## src/rtl/ysyx_25050147_lsu_axi_if.sv

```systemverilog
// Request/response handshake and AXI4-Lite channel bundle for the NPC LSU bus master.
// The master modport is the LSU; the slave modport is the side that drives the request and the memory.
interface ysyx_25050147_lsu_axi_if #(
    parameter int unsigned ADDR_W = 32
);
    logic              req_valid;
    logic              req_ready;
    logic              req_wen;
    logic [ADDR_W-1:0] req_addr;
    logic [31:0]       req_wdata;
    logic [7:0]        req_wmask;

    logic              resp_valid;
    logic              resp_ready;
    logic [31:0]       resp_rdata;
    logic              resp_err;

    logic [ADDR_W-1:0] araddr;
    logic              arvalid;
    logic              arready;

    logic [31:0]       rdata;
    logic [1:0]        rresp;
    logic              rvalid;
    logic              rready;

    logic [ADDR_W-1:0] awaddr;
    logic              awvalid;
    logic              awready;

    logic [31:0]       wdata;
    logic [3:0]        wstrb;
    logic              wvalid;
    logic              wready;

    logic [1:0]        bresp;
    logic              bvalid;
    logic              bready;

    modport master (
        input  req_valid, req_wen, req_addr, req_wdata, req_wmask, resp_ready,
        input  arready, rdata, rresp, rvalid, awready, wready, bresp, bvalid,
        output req_ready, resp_valid, resp_rdata, resp_err,
        output araddr, arvalid, rready, awaddr, awvalid, wdata, wstrb, wvalid, bready
    );

    modport slave (
        output req_valid, req_wen, req_addr, req_wdata, req_wmask, resp_ready,
        output arready, rdata, rresp, rvalid, awready, wready, bresp, bvalid,
        input  req_ready, resp_valid, resp_rdata, resp_err,
        input  araddr, arvalid, rready, awaddr, awvalid, wdata, wstrb, wvalid, bready
    );
endinterface

```

## src/rtl/ysyx_25050147_lsu_axi.sv

```systemverilog
// Single-outstanding AXI4-Lite master for NPC loads/stores; all outputs registered.
// Define YSYX_25050147_LSU_MISALIGN_CHECK_EN to fail stores whose byte mask overflows the word.
module ysyx_25050147_lsu_axi #(
    parameter int unsigned ADDR_W = 32
) (
    input  logic                     clock,
    input  logic                     reset_n,
    ysyx_25050147_lsu_axi_if.master  bus
);
    typedef enum logic [2:0] {
        IDLE,
        RADDR,
        RDATA,
        WREQ,
        WRESP,
        DONE
    } state_e;

    state_e            state_q, state_d;
    logic [ADDR_W-1:0] addr_q, addr_d;
    logic [31:0]       wdata_q, wdata_d;
    logic [3:0]        wstrb_q, wstrb_d;
    logic              wen_q, wen_d;
    logic              req_ready_q, req_ready_d;
    logic              resp_valid_q, resp_valid_d;
    logic              resp_err_q, resp_err_d;
    logic [31:0]       resp_rdata_q, resp_rdata_d;
    logic              arvalid_q, arvalid_d;
    logic              rready_q, rready_d;
    logic              awvalid_q, awvalid_d;
    logic              wvalid_q, wvalid_d;
    logic              bready_q, bready_d;

    logic accept;
    logic misalign;
    logic aw_done;
    logic w_done;

    assign accept = bus.req_valid && req_ready_q;

`ifdef YSYX_25050147_LSU_MISALIGN_CHECK_EN
    assign misalign = bus.req_wen && (bus.req_wmask[7:4] != 4'h0);
`else
    assign misalign = 1'b0;
`endif

    // A channel counts as done once its valid has dropped or is handshaking this cycle.
    assign aw_done = !awvalid_q || bus.awready;
    assign w_done  = !wvalid_q  || bus.wready;

    always_comb begin
        state_d      = state_q;
        addr_d       = addr_q;
        wdata_d      = wdata_q;
        wstrb_d      = wstrb_q;
        wen_d        = wen_q;
        resp_valid_d = resp_valid_q;
        resp_err_d   = resp_err_q;
        resp_rdata_d = resp_rdata_q;
        arvalid_d    = arvalid_q;
        rready_d     = rready_q;
        awvalid_d    = awvalid_q;
        wvalid_d     = wvalid_q;
        bready_d     = bready_q;

        unique case (state_q)
            IDLE: begin
                if (accept) begin
                    addr_d  = {bus.req_addr[ADDR_W-1:2], 2'b00};
                    wdata_d = bus.req_wdata;
                    wstrb_d = bus.req_wmask[3:0];
                    wen_d   = bus.req_wen;
                    if (misalign) begin
                        state_d      = DONE;
                        resp_valid_d = 1'b1;
                        resp_err_d   = 1'b1;
                        resp_rdata_d = '0;
                    end else if (bus.req_wen) begin
                        state_d   = WREQ;
                        awvalid_d = 1'b1;
                        wvalid_d  = 1'b1;
                    end else begin
                        state_d   = RADDR;
                        arvalid_d = 1'b1;
                    end
                end
            end
            RADDR: begin
                if (bus.arready) begin
                    state_d   = RDATA;
                    arvalid_d = 1'b0;
                    rready_d  = 1'b1;
                end
            end
            WREQ: begin
                if (bus.awready) awvalid_d = 1'b0;
                if (bus.wready)  wvalid_d  = 1'b0;
                if (aw_done && w_done) begin
                    state_d  = WRESP;
                    bready_d = 1'b1;
                end
            end
            RDATA, WRESP: begin
                if (wen_q ? bus.bvalid : bus.rvalid) begin
                    state_d      = DONE;
                    rready_d     = 1'b0;
                    bready_d     = 1'b0;
                    resp_valid_d = 1'b1;
                    resp_rdata_d = wen_q ? '0 : bus.rdata;
                    resp_err_d   = wen_q ? (bus.bresp != 2'b00) : (bus.rresp != 2'b00);
                end
            end
            DONE: begin
                if (bus.resp_ready) begin
                    state_d      = IDLE;
                    resp_valid_d = 1'b0;
                end
            end
            default: state_d = IDLE;
        endcase

        req_ready_d = (state_d == IDLE);
    end

    always_ff @(posedge clock or negedge reset_n) begin
        if (!reset_n) begin
            state_q      <= IDLE;
            addr_q       <= '0;
            wdata_q      <= '0;
            wstrb_q      <= '0;
            wen_q        <= 1'b0;
            req_ready_q  <= 1'b1;
            resp_valid_q <= 1'b0;
            resp_err_q   <= 1'b0;
            resp_rdata_q <= '0;
            arvalid_q    <= 1'b0;
            rready_q     <= 1'b0;
            awvalid_q    <= 1'b0;
            wvalid_q     <= 1'b0;
            bready_q     <= 1'b0;
        end else begin
            state_q      <= state_d;
            addr_q       <= addr_d;
            wdata_q      <= wdata_d;
            wstrb_q      <= wstrb_d;
            wen_q        <= wen_d;
            req_ready_q  <= req_ready_d;
            resp_valid_q <= resp_valid_d;
            resp_err_q   <= resp_err_d;
            resp_rdata_q <= resp_rdata_d;
            arvalid_q    <= arvalid_d;
            rready_q     <= rready_d;
            awvalid_q    <= awvalid_d;
            wvalid_q     <= wvalid_d;
            bready_q     <= bready_d;
        end
    end

    assign bus.req_ready  = req_ready_q;
    assign bus.resp_valid = resp_valid_q;
    assign bus.resp_err   = resp_err_q;
    assign bus.resp_rdata = resp_rdata_q;
    assign bus.araddr     = addr_q;
    assign bus.arvalid    = arvalid_q;
    assign bus.rready     = rready_q;
    assign bus.awaddr     = addr_q;
    assign bus.awvalid    = awvalid_q;
    assign bus.wdata      = wdata_q;
    assign bus.wstrb      = wstrb_q;
    assign bus.wvalid     = wvalid_q;
    assign bus.bready     = bready_q;
endmodule
```

## src/flat_wrapper.sv

```systemverilog
// flat-port wrapper written by rule: the top's interface ports become plain ports
module ysyx_25050147_lsu_axi_flat 
#(
    parameter int unsigned ADDR_W = 32
)
  (clock, reset_n, bus_req_valid, bus_req_wen, bus_req_addr, bus_req_wdata, bus_req_wmask, bus_resp_ready, bus_arready, bus_rdata, bus_rresp, bus_rvalid, bus_awready, bus_wready, bus_bresp, bus_bvalid, bus_req_ready, bus_resp_valid, bus_resp_rdata, bus_resp_err, bus_araddr, bus_arvalid, bus_rready, bus_awaddr, bus_awvalid, bus_wdata, bus_wstrb, bus_wvalid, bus_bready);
  ysyx_25050147_lsu_axi_if #(.ADDR_W(ADDR_W)) bus_i ();
  input  logic clock;
  input  logic reset_n;
  input wire logic [$bits(bus_i.req_valid)-1:0] bus_req_valid;
  input wire logic [$bits(bus_i.req_wen)-1:0] bus_req_wen;
  input wire logic [$bits(bus_i.req_addr)-1:0] bus_req_addr;
  input wire logic [$bits(bus_i.req_wdata)-1:0] bus_req_wdata;
  input wire logic [$bits(bus_i.req_wmask)-1:0] bus_req_wmask;
  input wire logic [$bits(bus_i.resp_ready)-1:0] bus_resp_ready;
  input wire logic [$bits(bus_i.arready)-1:0] bus_arready;
  input wire logic [$bits(bus_i.rdata)-1:0] bus_rdata;
  input wire logic [$bits(bus_i.rresp)-1:0] bus_rresp;
  input wire logic [$bits(bus_i.rvalid)-1:0] bus_rvalid;
  input wire logic [$bits(bus_i.awready)-1:0] bus_awready;
  input wire logic [$bits(bus_i.wready)-1:0] bus_wready;
  input wire logic [$bits(bus_i.bresp)-1:0] bus_bresp;
  input wire logic [$bits(bus_i.bvalid)-1:0] bus_bvalid;
  output wire logic [$bits(bus_i.req_ready)-1:0] bus_req_ready;
  output wire logic [$bits(bus_i.resp_valid)-1:0] bus_resp_valid;
  output wire logic [$bits(bus_i.resp_rdata)-1:0] bus_resp_rdata;
  output wire logic [$bits(bus_i.resp_err)-1:0] bus_resp_err;
  output wire logic [$bits(bus_i.araddr)-1:0] bus_araddr;
  output wire logic [$bits(bus_i.arvalid)-1:0] bus_arvalid;
  output wire logic [$bits(bus_i.rready)-1:0] bus_rready;
  output wire logic [$bits(bus_i.awaddr)-1:0] bus_awaddr;
  output wire logic [$bits(bus_i.awvalid)-1:0] bus_awvalid;
  output wire logic [$bits(bus_i.wdata)-1:0] bus_wdata;
  output wire logic [$bits(bus_i.wstrb)-1:0] bus_wstrb;
  output wire logic [$bits(bus_i.wvalid)-1:0] bus_wvalid;
  output wire logic [$bits(bus_i.bready)-1:0] bus_bready;
  assign bus_i.req_valid = bus_req_valid;
  assign bus_i.req_wen = bus_req_wen;
  assign bus_i.req_addr = bus_req_addr;
  assign bus_i.req_wdata = bus_req_wdata;
  assign bus_i.req_wmask = bus_req_wmask;
  assign bus_i.resp_ready = bus_resp_ready;
  assign bus_i.arready = bus_arready;
  assign bus_i.rdata = bus_rdata;
  assign bus_i.rresp = bus_rresp;
  assign bus_i.rvalid = bus_rvalid;
  assign bus_i.awready = bus_awready;
  assign bus_i.wready = bus_wready;
  assign bus_i.bresp = bus_bresp;
  assign bus_i.bvalid = bus_bvalid;
  assign bus_req_ready = bus_i.req_ready;
  assign bus_resp_valid = bus_i.resp_valid;
  assign bus_resp_rdata = bus_i.resp_rdata;
  assign bus_resp_err = bus_i.resp_err;
  assign bus_araddr = bus_i.araddr;
  assign bus_arvalid = bus_i.arvalid;
  assign bus_rready = bus_i.rready;
  assign bus_awaddr = bus_i.awaddr;
  assign bus_awvalid = bus_i.awvalid;
  assign bus_wdata = bus_i.wdata;
  assign bus_wstrb = bus_i.wstrb;
  assign bus_wvalid = bus_i.wvalid;
  assign bus_bready = bus_i.bready;
  ysyx_25050147_lsu_axi #(.ADDR_W(ADDR_W)) u_core (.clock(clock), .reset_n(reset_n), .bus(bus_i));
endmodule
```

## config.mk

```make
export PLATFORM = sky130hd
export DESIGN_NAME = ysyx_25050147_lsu_axi_flat
export DESIGN_NICKNAME = d
export VERILOG_FILES = /design/src/rtl/ysyx_25050147_lsu_axi_if.sv /design/src/rtl/ysyx_25050147_lsu_axi.sv /design/src/flat_wrapper.sv
export SDC_FILE = /design/constraint.sdc
export NUM_CORES = 1
export LEC_CHECK = 0
export ABC_CLOCK_PERIOD_IN_PS = 1800
export BUFFER_PORTS_ARGS = -buffer_cell sky130_fd_sc_hd__buf_2
export CORE_ASPECT_RATIO = 0.6
export CORE_UTILIZATION = 40
export DETAILED_ROUTE_END_ITERATION = 7
export HOLD_SLACK_MARGIN = 0.12
export PLACE_DENSITY = 0.73
export SETUP_SLACK_MARGIN = 0.15
export SLEW_MARGIN = 20
export SYNTH_ARGS = -nofsm -noshare
export SYNTH_HDL_FRONTEND = slang
export SYNTH_SLANG_ARGS = --single-unit
```

## constraint.sdc

```tcl
create_clock -name clock -period 1.8 [get_ports clock]
set_clock_uncertainty 0.1 [all_clocks]
set_input_delay 0.27 -clock clock [delete_from_list [all_inputs] [get_ports clock]]
set_output_delay 0.27 -clock clock [all_outputs]
set_load 0.01 [all_outputs]
```

---- Yosys cells after proc, flatten, opt, wreduce, memory -nomap -nowiden ----
Index checks and enable logic that the tools add are counted.
word-level totals
  register bits ........................... 110
  input port bits ......................... 118
  output and inout bits ................... 140
  word-level logic and storage cells ...... 80
operators by class
  eq/ne operators ......................... 14
  mux-type cells .......................... 28
  reduce and logical (&&, ||, !) cells .... 24
operators with widths
  kind                                                   number
  two-way mux 32 bit                                     1
  two-way mux 3 bit                                      5
  one-hot mux 3 bit (5 select lines)                     1
  two-way mux 1 bit                                      14
  nonzero test 2 bit                                     7
  inequality test 2 bit, second input constant           6
  one-hot mux 1 bit (2 select lines)                     6
  AND reduction 4 bit                                    3
  AND reduction 3 bit                                    3
  equality test 3 x 2 -> 1 bit, second input constant    2
  equality test 3 bit, second input constant             2
  logical NOT 3 bit                                      2
  inequality test 2 x 1 -> 1 bit, second input constant  3
  AND reduction 2 bit                                    2
  equality test 3 x 1 -> 1 bit, second input constant    1
  logical AND 1 bit                                      2
  logical NOT 1 bit                                      2
  logical OR 1 bit                                       2
  two-way mux 2 bit                                      1
  OR reduction 2 bit                                     1

---- Logic depth before layout (Yosys ltp) ----
Gate-level depths: netlist of the first run.
  depth in word-level cells ............... 6
  mapped depth ............................ 7

---- Worst setup path before layout of the first run ----
No wires, ideal clock.
  path kind ............................... register -> register
  start point ............................. reg u_core.state_q[2]
  end point ............................... reg u_core.wdata_q[10] (netlist: u_core.bus.wdata[10])
  data arrival time ....................... 1.716 ns
  data required time ...................... 1.573 ns
  path slack .............................. -0.143 ns
  cell stages (with the launch flop) ...... 8
  path buffers ............................ 4
  period minus slack after synthesis ...... 1.943 ns
  cells stage by stage .................... dfrtp_1 -> buf_2 -> or2_1 -> buf_2 -> nor3_4 -> buf_6 -> buf_6 -> mux2_1
on the way
  longest elaborated chain between the ends .. 2
RTL lines
  item                                  RTL line                      text
  start, declared                       ysyx_25050147_lsu_axi.sv:19   state_e state_q, state_d;
  start signal, assigned                ysyx_25050147_lsu_axi.sv:142  state_q <= state_d;
  logical NOT 3 bit                     ysyx_25050147_lsu_axi.sv:66   unique case (state_q)
  AND reduction 2 bit (no source line)  --
  end signal, assigned                  ysyx_25050147_lsu_axi.sv:144  wdata_q <= wdata_d;
  end, declared                         ysyx_25050147_lsu_axi.sv:21   logic [31:0] wdata_q, wdata_d;
No other way between the ends.
A chain may end at the register's enable or synchronous reset.

---- Worst setup path in the final report of the first run ----
  start point ............................. reg u_core.req_ready_q (netlist: u_core.bus.req_ready)
  end point ............................... reg u_core.wdata_q[19] (netlist: u_core.bus.wdata[19])
on the way
  longest elaborated chain between the ends .. 2
RTL lines
  item                                  RTL line                      text
  start, declared                       ysyx_25050147_lsu_axi.sv:24   logic req_ready_q, req_ready_d;
  start signal, assigned                ysyx_25050147_lsu_axi.sv:147  req_ready_q <= req_ready_d;
  logical AND 1 bit                     ysyx_25050147_lsu_axi.sv:39   assign accept = bus.req_valid && req_ready_q;
  AND reduction 2 bit (no source line)  --
No other way between the ends.

==> metrics, run 1 <==
R2R Setup Slk=0.05 ns; final-report setup violation count=0; drt drc=0; Worst path slowest cell=dfstp_2; worst path bufs/invs=2; share of flip-flops with an asynchronous set or reset=100.0%; Power Dens Cells=roughly 1600 nW/um^2; via count=4173; first-pass GRT wire length=21.33 mm; FF+latch count, synth=110; Clock Sink Count=110; Max Slew Vio Count=0; top-count cell post-synth=dfrtp_1; Avg Cell Area, Syn=12.60 um^2; # diodes=0; DR vias/cell=4.764; worst min path class=in -> reg; crit-path max FO=7; dpl hpwl=8.054 mm; post-synthesis instance area=between 4000 and 5000 um^2; chip height=86.17 um; synth top area cells=dfrtp_1 (58%), mux2_2 (14%), buf_4 (6.2%); core area=11410 um^2; Leakage=3.885 nW; Pre-antenna DRT Iters=4; total number of yosys warnings=0; vias in the first global route=4139; fillers=832; Clock Path Buffers=2; die area=12260 um^2; Initial Utilization=41.39%; Initial DRC Count=176; I/O pins=about 260; Detail Route Antenna Nets=0; Startpoint Class=register; die width=142.3 um; share of layout cells above drive strength 1=51.82%; RSZ-0062 raised after global routing=yes; Port Buffers=around 250; largest net degree at the start of global routing=47; final WL=15.40 mm; H-tree depth=3; Fin. Hold Viols=0; CP delay by family, top=flip-flops; clk slew on worst S/H paths=0.07 ns; initial antenna violation count=0; Worst Path Arrival=1.87 ns; Seq/Total Area, Yosys=58.30%; number of max-cap violations=0; Peak VDD IR=780.5 uV; setup TNS=0 ns; EDFF count, synth=0; Post-synth top cells=dfrtp_1 (109), mux2_2 (58), buf_4 (39), nand3b_1 (33); Site Rows=30; Root Driver=clkbuf_16; Worst EP required=1.92 ns; worst-path cell chain=nand2_4 -> nor3_4 -> buf_6 -> clkbuf_16 -> mux2_4; Tcrit/Tclk final=97.23%; Cell variety after synth=33; CP max stage delay=0.56 ns; Synth-to-Final Area Change=65.30%; area leader, netlist=dfrtp_1; Total GRT Usage=22.72%; status=completed; CTS tree=built; critical path endpoint category=register; GP Congestion=0.8223; WL per Instance=~18 um; Worst Slack Setup Final=0.04992 ns; CTS Buf Count=9; Synth top area share=57.75%; crit path time final=1.750 ns; FMAX=571.4 MHz; Remaining Overflow, GRT=0; Post-synth top flop=dfrtp_1; nets=829; post-synthesis cell count=375; Worst Setup Path Type=reg -> reg; Clk Latency, worst-skew pair=0.33 ns; Placement Setup Slack=-0.006866 ns
## metrics by stage
stage	instances	hold WS, ns	area (um^2)	power, mW	util [%]
6_report	876	0.2028	7807	12.65	68.42
4_1_cts	861	0.05956	7346	11.57	64.38
3_3_place_gp	740	0.08634	5956	9.055	52.19
2_1_floorplan	378	-0.1256	4766	7.566	-
3_5_place_dp	740	0.08392	5956	9.233	52.19
5_1_grt	876	0.1979	7807	13.35	68.42
## area by class of cell
type / instances / area, um^2 / share of cell area, %
sequential: 110 / 2755 / 35.29
timing repair buffer: 378 / 2739 / 35.08
tap: 160 / 200.2 / 2.564
clock inverter: 5 / 65.06 / 0.8333
inverter: 32 / 120.1 / 1.538
clock buffer: 11 / 232.7 / 2.981
multi-input combinational: 180 / 1695 / 21.71
## flip-flops by register name, summed over array words and instances (netlist names)
register and count:
u_core.bus.arvalid 1, u_core.bus.bready 1, u_core.bus.awvalid 1, u_core.bus.rready 1
u_core.bus.wvalid 1, u_core.bus.req_ready 1, u_core.bus.wdata 32, u_core.bus.wstrb 4
u_core.bus.resp_valid 1, u_core.bus.resp_err 1, u_core.state_q 3, u_core.bus.resp_rdata 32
u_core.wen_q 1, u_core.bus.araddr 30
## layout by cell type (no fill, tap or decap), types with 3 or more instances in the layout
cell type and count:
mux2_2 27, dlygate4sd3_1 102, dfrtp_1 108, buf_6 5, nand3b_1 33, o21ai_1 5
conb_1 4, a211o_1 3, o21ai_0 26, a21oi_1 5, inv_1 32, mux2_4 40
buf_4 9, buf_12 5, buf_16 3, nor2_1 5, nand2_1 4, clkbuf_16 16
buf_2 246
## logic make-up after synthesis
logic type / synth area share, %
xor+xnor: 0.1855
flops: 58.30
buf+inv: 10.62
mux: 16.85
simple gates: 8.530
compound gates: 5.431
other cells: 0.07939
## repair_timing
item,4_1_cts,5_1_grt
endpoints found under the hold margin,211,1
cloned,2,9
setup endpoints to repair,70,95
hold buffers,101,1
gates resized for setup,6,59
setup buffers,2,5
pin swaps,1,4
## report_power, final
part           leakage [nW]  internal [mW]  switching [mW]
sequential             1.34           3.66           0.831
combinational          2.40           3.30            2.85
clock                 0.145           1.10           0.898
## routing by layer
metal	vias to the layer above	part of all wire (%)	GRT usage [%]
met4	0	1.4	7.038
met2	197	51	40.82
li1	1894	-	-
met3	20	7.3	6.519
met1	2062	40	26.48
met5	-	0	0
## tightest hold or removal path, delay by kind of cell
kind	cells	cell delay [ns]
buffers and inverters	1	0.11
AOI/OAI and AO/OA	2	0.22
## path summary, 6_finish.rpt
| path | to | from | depth (start not counted) |
|---|---|---|---|
| max reg2reg | u_core.bus.wdata[19] | u_core.bus.req_ready | 5 |
| min | u_core.bus.rready | bus_arready | 3 |
| min in group asynchronous | u_core.bus.resp_rdata[24] | reset_n | 2 |
| max | u_core.bus.wdata[19] | u_core.bus.req_ready | 5 |
| max in group asynchronous | u_core.bus.req_ready | reset_n | 3 |
| min reg2reg | u_core.bus.bready | u_core.bus.bready | 2 |
Power figures use the tool's default switching activity.
==> run 2: changes to the inputs <==
ABC_CLOCK_PERIOD_IN_PS = 1700   (was 1800)
CORE_UTILIZATION = 45   (was 40)
PLACE_DENSITY = 0.78   (was 0.73)
clock period = 1.7 ns   (was 1.8 ns; I/O delays follow)
==> run 2 against run 1 <==
Compared with the run above: the flow now finishes with violations (negative setup slack); highest routed layer unchanged; non-clock buffer count is 26 higher; maximum frequency is 4.4% lower; first-iteration DRC count decreased by 6.3%.
==> metrics, run 2 (synthesis results as in run 1) <==
Startpoint Class=register (unchanged); worst min path class=in -> reg (unchanged); Sw Share=34.70% (was 36.23%); origin of the worst min-delay path=bus_arready (unchanged); critical path endpoint category=register (unchanged); crit path time final=1.831 ns (was 1.750 ns); Synth-to-Final Area Change=78.60% (was 65.30%); Peak VDD IR=1111 uV (was 780.5 uV); Remaining Overflow, GRT=0 (unchanged); Total GRT Usage=27.81% (was 22.72%); worst path bufs/invs=5 (was 2); die area=10920 um^2 (was 12260 um^2); DR vias/cell=4.961 (was 4.764); Clock Path Buffers=2 (unchanged); initial antenna violation count=0 (unchanged); share of layout cells above drive strength 1=56.33% (was 51.82%); Pre-antenna DRT Iters=4 (unchanged); post-route insts no fill=877 (was 876); Post-Place Cells=721 (was 740); crit-path max FO=6 (was 7); Worst EP required=1.87 ns (was 1.92 ns); Leakage=4.230 nW (was 3.885 nW); Port Buffers=247 (unchanged); RR Startpoint=u_core.wen_q (was u_core.bus.req_ready); Power Dens Cells=1797 nW/um^2 (was 1620 nW/um^2); failing checks=negative setup slack; Detail Route Antenna Nets=0 (unchanged); CTS Buf Count=9 (unchanged); clk slew on worst S/H paths=0.07 ns (about the same); core area=10020 um^2 (was 11410 um^2); number of max-cap violations=0 (unchanged); final WL=16.18 mm (was 15.40 mm); chip height=81.36 um (was 86.17 um); dpl hpwl=8.029 mm (was 8.054 mm); final-report setup violation count=103 (was 0); Internal Power=9.897 mW (was 8.065 mW); CP max stage delay=0.41 ns (was 0.56 ns); finished layout cell area=8436 um^2 (was 7807 um^2); first-pass GRT wire length=22.90 mm (was 21.33 mm); largest net degree at the start of global routing=111 (was 47); Sequential cell area=2754 um^2 (was 2755 um^2); Tightest Pin Transition=0.5923 ns; Worst Slack Setup Final=-0.1309 ns (was 0.04992 ns); status=complete, but fails checks (was completed); dpl cell area=5961 um^2 (was 5956 um^2); most common cell after layout, fill and taps aside=buf_2 (unchanged); reg2reg path depth=9 (was 5); area of the multi-input gates=1871 um^2 (was 1695 um^2); WL per Instance=18.45 um (was 17.58 um); clock share of power=16.3% (was 15.8%); NetSw=5.259 mW (was 4.581 mW); Max Slew Vio Count=0 (unchanged); worst-path cell chain=mux2i_2 -> buf_4 -> nor3_4 -> buf_12 -> buf_12 -> buf_12 -> buf_16 -> nand3b_1 -> o21ai_1 (was nand2_4 -> nor3_4 -> buf_6 -> clkbuf_16 -> mux2_4); FMAX=546.2 MHz (was 571.4 MHz); hold-critical path depth=3 (unchanged); fillers=544 (was 832); Tcrit/Tclk final=107.7% (was 97.23%); crit path from=u_core.wen_q (was u_core.bus.req_ready); final core occ=84.19% (was 68.42%); Worst Path Arrival=2.00 ns (was 1.87 ns); Worst Hold End=u_core.bus.rready (unchanged); Site Rows=28 (was 30); H-tree depth=3 (unchanged); GRT met2 Usage=51.09% (was 40.82%); via count=4351 (was 4173); Clk Latency, worst-skew pair=0.34 ns (was 0.33 ns); vias in the first global route=4491 (was 4139); GRT Max-Usage Layer=met2 (unchanged); Root Driver=clkbuf_16 (unchanged); Fin. Hold Viols=0 (unchanged); Clock Sink Count=110 (unchanged); die width=134.3 um (was 142.3 um); Initial Utilization=47.14% (was 41.39%); GP Congestion=0.8371 (was 0.8223); slew margin rel.=around three fifths; combinational share of power=52.5% (was 48.7%); drt drc=0 (unchanged); most used cell, CP=buf_12; Placement Setup Slack=-0.1160 ns (was -0.006866 ns); nets=855 (was 829); reg2reg end=u_core.bus.resp_rdata[29] (was u_core.bus.wdata[19]); setup TNS=-8.563 ns (was 0 ns); CP delay by family, top=buffers and inverters (was flip-flops); CTS tree=built (unchanged); Initial DRC Count=165 (was 176); RSZ-0062 raised after global routing=yes (unchanged); grt met3 use=6.117% (was 6.519%); I/O pins=258 (unchanged); Worst path slowest cell=dfrtp_1 (was dfstp_2); Sequential Power Share=31.2% (was 35.6%); grt met1 use=32.87% (was 26.48%); # diodes=0 (unchanged); most frequent cells in the layout=buf_2 (246), dfrtp_1 (109), dlygate4sd3_1 (102) (was buf_2 (246), dfrtp_1 (108), dlygate4sd3_1 (102)); R2R Setup Slk=-0.13 ns (was 0.05 ns); Worst Setup Path Type=reg -> reg (unchanged)
==> run 2: cell types whose count changed in the layout (fill, tap and decap cells not counted), sizes merged <==
cell      delta
buf         +28
bufinv       +2
clkbuf       -3
clkinv       -1
clkinvlp     +1
inv          -1
==> run 2: what timing repair did <==
item / in CTS / in global routing
gates resized for setup: 89 / 61
cloned: 9 / 6
setup buffers: 17 / 6
hold buffers: 102 / 0
pin swaps: 10 / 18
endpoints found under the hold margin: 210 / 0
endpoints found under the setup margin: 96 / 106
==> run 2: how the worst max path moves through the flow <==
stage | to | depth (start not counted)
after detailed placement | u_core.bus.araddr[14] | 4
after CTS | u_core.bus.araddr[14] | 5
after global routing | u_core.bus.resp_rdata[29] | 9
after global placement | u_core.bus.araddr[13] | 4
final | u_core.bus.resp_rdata[29] | 9
after floorplan | u_core.bus.wdata[12] | 7
==> run 2: stage by stage <==
step / hold slack, ns / power (mW)
final: 0.1813 / 15.16
after global routing: 0.1901 / 15.88
after CTS: 0.1698 / 14.05
after detailed placement: 0.2791 / 9.883
after global placement: 0.2726 / 9.634
after floorplan: -0.1406 / 8.034
==> run 2: worst register-to-register path: stages, from the launching register on <==
cell and delay, ns:
dfrtp_1 0.41, mux2i_2 0.19, buf_4 0.16, nor3_4 0.24
buf_12 0.17, buf_12 0.12, buf_12 0.10, buf_16 0.11
nand3b_1 0.08, o21ai_1 0.08
==> run 2: power groups by stage <==
stage | sequential, mW | combinational [mW] | clock (mW)
4_1_cts | 4.63 | 6.94 | 2.48
6_report | 4.73 | 7.96 | 2.47
2_1_floorplan | 5.15 | 2.88 | 0
3_3_place_gp | 4.55 | 5.09 | 0
5_1_grt | 4.87 | 8.41 | 2.60
3_5_place_dp | 4.64 | 5.24 | 0
==> run 2: final cells by class <==
type	instances	share of cell area (%)
repair buffers	404	37.53
flip-flops and latches	110	32.65
multi-input cells	180	22.17
clock buffers	10	2.833
well taps	135	2.002
inverters	32	1.424
clock inverters	6	1.394
==> run 2: per-layer routing <==
layer	wire length [um]	up-vias
met5	0	-
met4	250	0
met3	834	22
met2	8801	173
met1	6292	2202
li1	-	1954
==> run 3: changes to the inputs <==
CORE_MARGIN = 2   (was not set)
==> run 3 against run 2 <==
Compared with the run above: the flow still finishes with violations (negative setup slack); routed wire length grew 1.1%; sequential share of layout area increased by 0.35 points; cell count increased by 0.46%; maximum frequency increased by 1.9%; critical endpoint is now u_core.bus.resp_err; highest routed layer unchanged.
==> metrics, run 3 (synthesis results as in run 1) <==
status=complete, but fails checks (unchanged); failing checks=negative setup slack (unchanged); Tightest Pin Transition=0.5881 ns (was 0.5923 ns); Synth-to-Final Area Change=76.79% (was 78.60%); share of layout cells above drive strength 1=54.90% (was 56.33%); Detail Route Antenna Nets=0 (unchanged); reg2reg end=u_core.bus.resp_err (was u_core.bus.resp_rdata[29]); fillers=548 (was 544); GP Congestion=0.8329 (was 0.8371); reg2reg path depth=6 (was 9); Placement Setup Slack=-0.08315 ns (was -0.1160 ns); Sequential Power Share=32.3% (was 31.2%); R2R Setup Slk=-0.1 ns (was -0.13 ns); hold-critical path depth=3 (unchanged); crit-path max FO=5 (was 6); Clk Latency, worst-skew pair=0.34 ns (about the same); I/O pins=258 (unchanged); combinational share of power=52.2% (was 52.5%); Site Rows=28 (unchanged); clk slew on worst S/H paths=0.07 ns (about the same); DR vias/cell=5.014 (was 4.961); Fin. Hold Viols=0 (unchanged); NetSw=5.222 mW (was 5.259 mW); slew margin rel.=60.80% (was 60.51%); CTS tree=built (unchanged); RSZ-0062 raised after global routing=yes (unchanged); vias in the first global route=4561 (was 4491); Total GRT Usage=25.95% (was 27.81%); initial antenna violation count=1 (was 0); CTS Buf Count=9 (unchanged); grt met1 use=29.21% (was 32.87%); WL per Instance=18.57 um (was 18.45 um); Sw Share=35.37% (was 34.70%); most frequent cells in the layout=buf_2 (246), dfrtp_1 (108), dlygate4sd3_1 (102) (was buf_2 (246), dfrtp_1 (109), dlygate4sd3_1 (102)); most common cell after layout, fill and taps aside=buf_2 (unchanged); die area=11360 um^2 (was 10920 um^2); die width=136.3 um (was 134.3 um); Initial Utilization=47.14% (unchanged); Port Buffers=247 (unchanged); largest net degree at the start of global routing=111 (unchanged); Pre-antenna DRT Iters=4 (unchanged); chip height=83.36 um (was 81.36 um); critical path endpoint category=register (unchanged); dpl hpwl=8.451 mm (was 8.029 mm); crit path from=u_core.wen_q (unchanged); crit path time final=1.797 ns (was 1.831 ns); clock share of power=15.5% (was 16.3%); Clock Sink Count=110 (unchanged); worst min path class=in -> reg (unchanged); core area=10020 um^2 (unchanged); via count=4417 (was 4351); Internal Power=9.542 mW (was 9.897 mW); number of max-cap violations=0 (unchanged); Startpoint Class=register (unchanged); Peak VDD IR=1039 uV (was 1111 uV); Clock Path Buffers=2 (unchanged); GRT Max-Usage Layer=met2 (unchanged); Worst Path Arrival=1.92 ns (was 2.00 ns); origin of the worst min-delay path=bus_arready (unchanged); final-report setup violation count=90 (was 103); grt met3 use=6.288% (was 6.117%); RR Startpoint=u_core.wen_q (unchanged); FMAX=556.5 MHz (was 546.2 MHz); setup TNS=-4.405 ns (was -8.563 ns); final WL=16.36 mm (was 16.18 mm); Max Slew Vio Count=0 (unchanged); Leakage=4.176 nW (was 4.230 nW); Root Driver=clkbuf_16 (unchanged); drt drc=0 (unchanged); GRT met2 Usage=47.05% (was 51.09%); Initial DRC Count=168 (was 165); H-tree depth=3 (unchanged); Tcrit/Tclk final=105.7% (was 107.7%); Power Dens Cells=1768 nW/um^2 (was 1797 nW/um^2); worst setup path end=u_core.bus.resp_err (was u_core.bus.resp_rdata[29]); first-pass GRT wire length=22.85 mm (was 22.90 mm); Remaining Overflow, GRT=0 (unchanged); Worst EP required=1.83 ns (was 1.87 ns); Worst Setup Path Type=reg -> reg (unchanged); nets=858 (was 855); Worst Slack Setup Final=-0.09698 ns (was -0.1309 ns)
-- run 3: changes by cell type in the layout (fill, tap and decap cells not counted), sizes merged --
| cell | delta |
|---|---|
| buf | +4 |
| bufinv | -1 |
| clkbuf | -2 |
| clkinv | +2 |
| clkinvlp | -1 |
| diode | +1 |
| inv | +1 |
-- run 3: how the worst min path moves through the flow --
stage | slack (ns) | endpoint
2_1_floorplan | -0.14 | u_core.bus.araddr[10]
3_3_place_gp | 0.27 | u_core.bus.wdata[20]
3_5_place_dp | 0.29 | u_core.bus.wdata[20]
4_1_cts | 0.13 | u_core.bus.rready
5_1_grt | 0.15 | u_core.bus.rready
6_report | 0.14 | u_core.bus.rready
-- run 3: layer usage --
metal / vias to the layer above / routed length [um]
li1: 1958 / -
met1: 2207 / 6467
met2: 209 / 8541
met3: 43 / 911
met4: 0 / 441
met5: - / 0
-- run 3: power by group through the flow --
stage | registers (mW) | clock network, mW | logic [mW]
2_1_floorplan | 5.15 | 0 | 2.88
3_3_place_gp | 4.56 | 0 | 5.25
3_5_place_dp | 4.66 | 0 | 5.39
4_1_cts | 4.63 | 2.31 | 6.46
5_1_grt | 4.91 | 2.43 | 8.18
6_report | 4.77 | 2.29 | 7.70
-- run 3: area by class of cell --
cell class              instances  area (um^2)  share of cell area, %
repair buffers                407         3209                  38.43
clock buffers                   9        225.2                  2.697
clock inverters                 7        96.34                  1.154
diodes                          1        2.502                0.02997
flip-flops and latches        110         2755                  32.99
inverters                      32        120.1                  1.438
multi-input cells             180         1773                  21.23
well taps                     135        168.9                  2.023
-- run 3: critical path, stage by stage, from the launching register on --
cell and delay [ns]:
dfrtp_1 0.41, mux2i_2 0.19, buf_4 0.15, nor3_4 0.23, buf_12 0.17, buf_12 0.13
mux2_4 0.30
-- run 3: stage by stage --
stage / utilization [%] / power (mW) / instance area [um^2] / hold WS, ns / cells
after global placement: 60.76 / 9.812 / 6088 / 0.2734 / 733
after global routing: 83.34 / 15.52 / 8351 / 0.1543 / 881
final: 83.34 / 14.76 / 8351 / 0.1417 / 881
after CTS: 78.05 / 13.41 / 7820 / 0.1304 / 871
after floorplan: - / 8.034 / 4776 / -0.1406 / 378
after detailed placement: 60.76 / 10.05 / 6088 / 0.2906 / 733
-- run 3: what timing repair did --
| item | CTS | global route |
|---|---|---|
| pin swaps | 17 | 20 |
| endpoints found under the setup margin | 96 | 106 |
| hold buffers | 102 | 0 |
| buffers inserted | 12 | 4 |
| gates cloned | 8 | 5 |
| resized for setup | 47 | 98 |
| hold endpoints to repair | 210 | 0 |
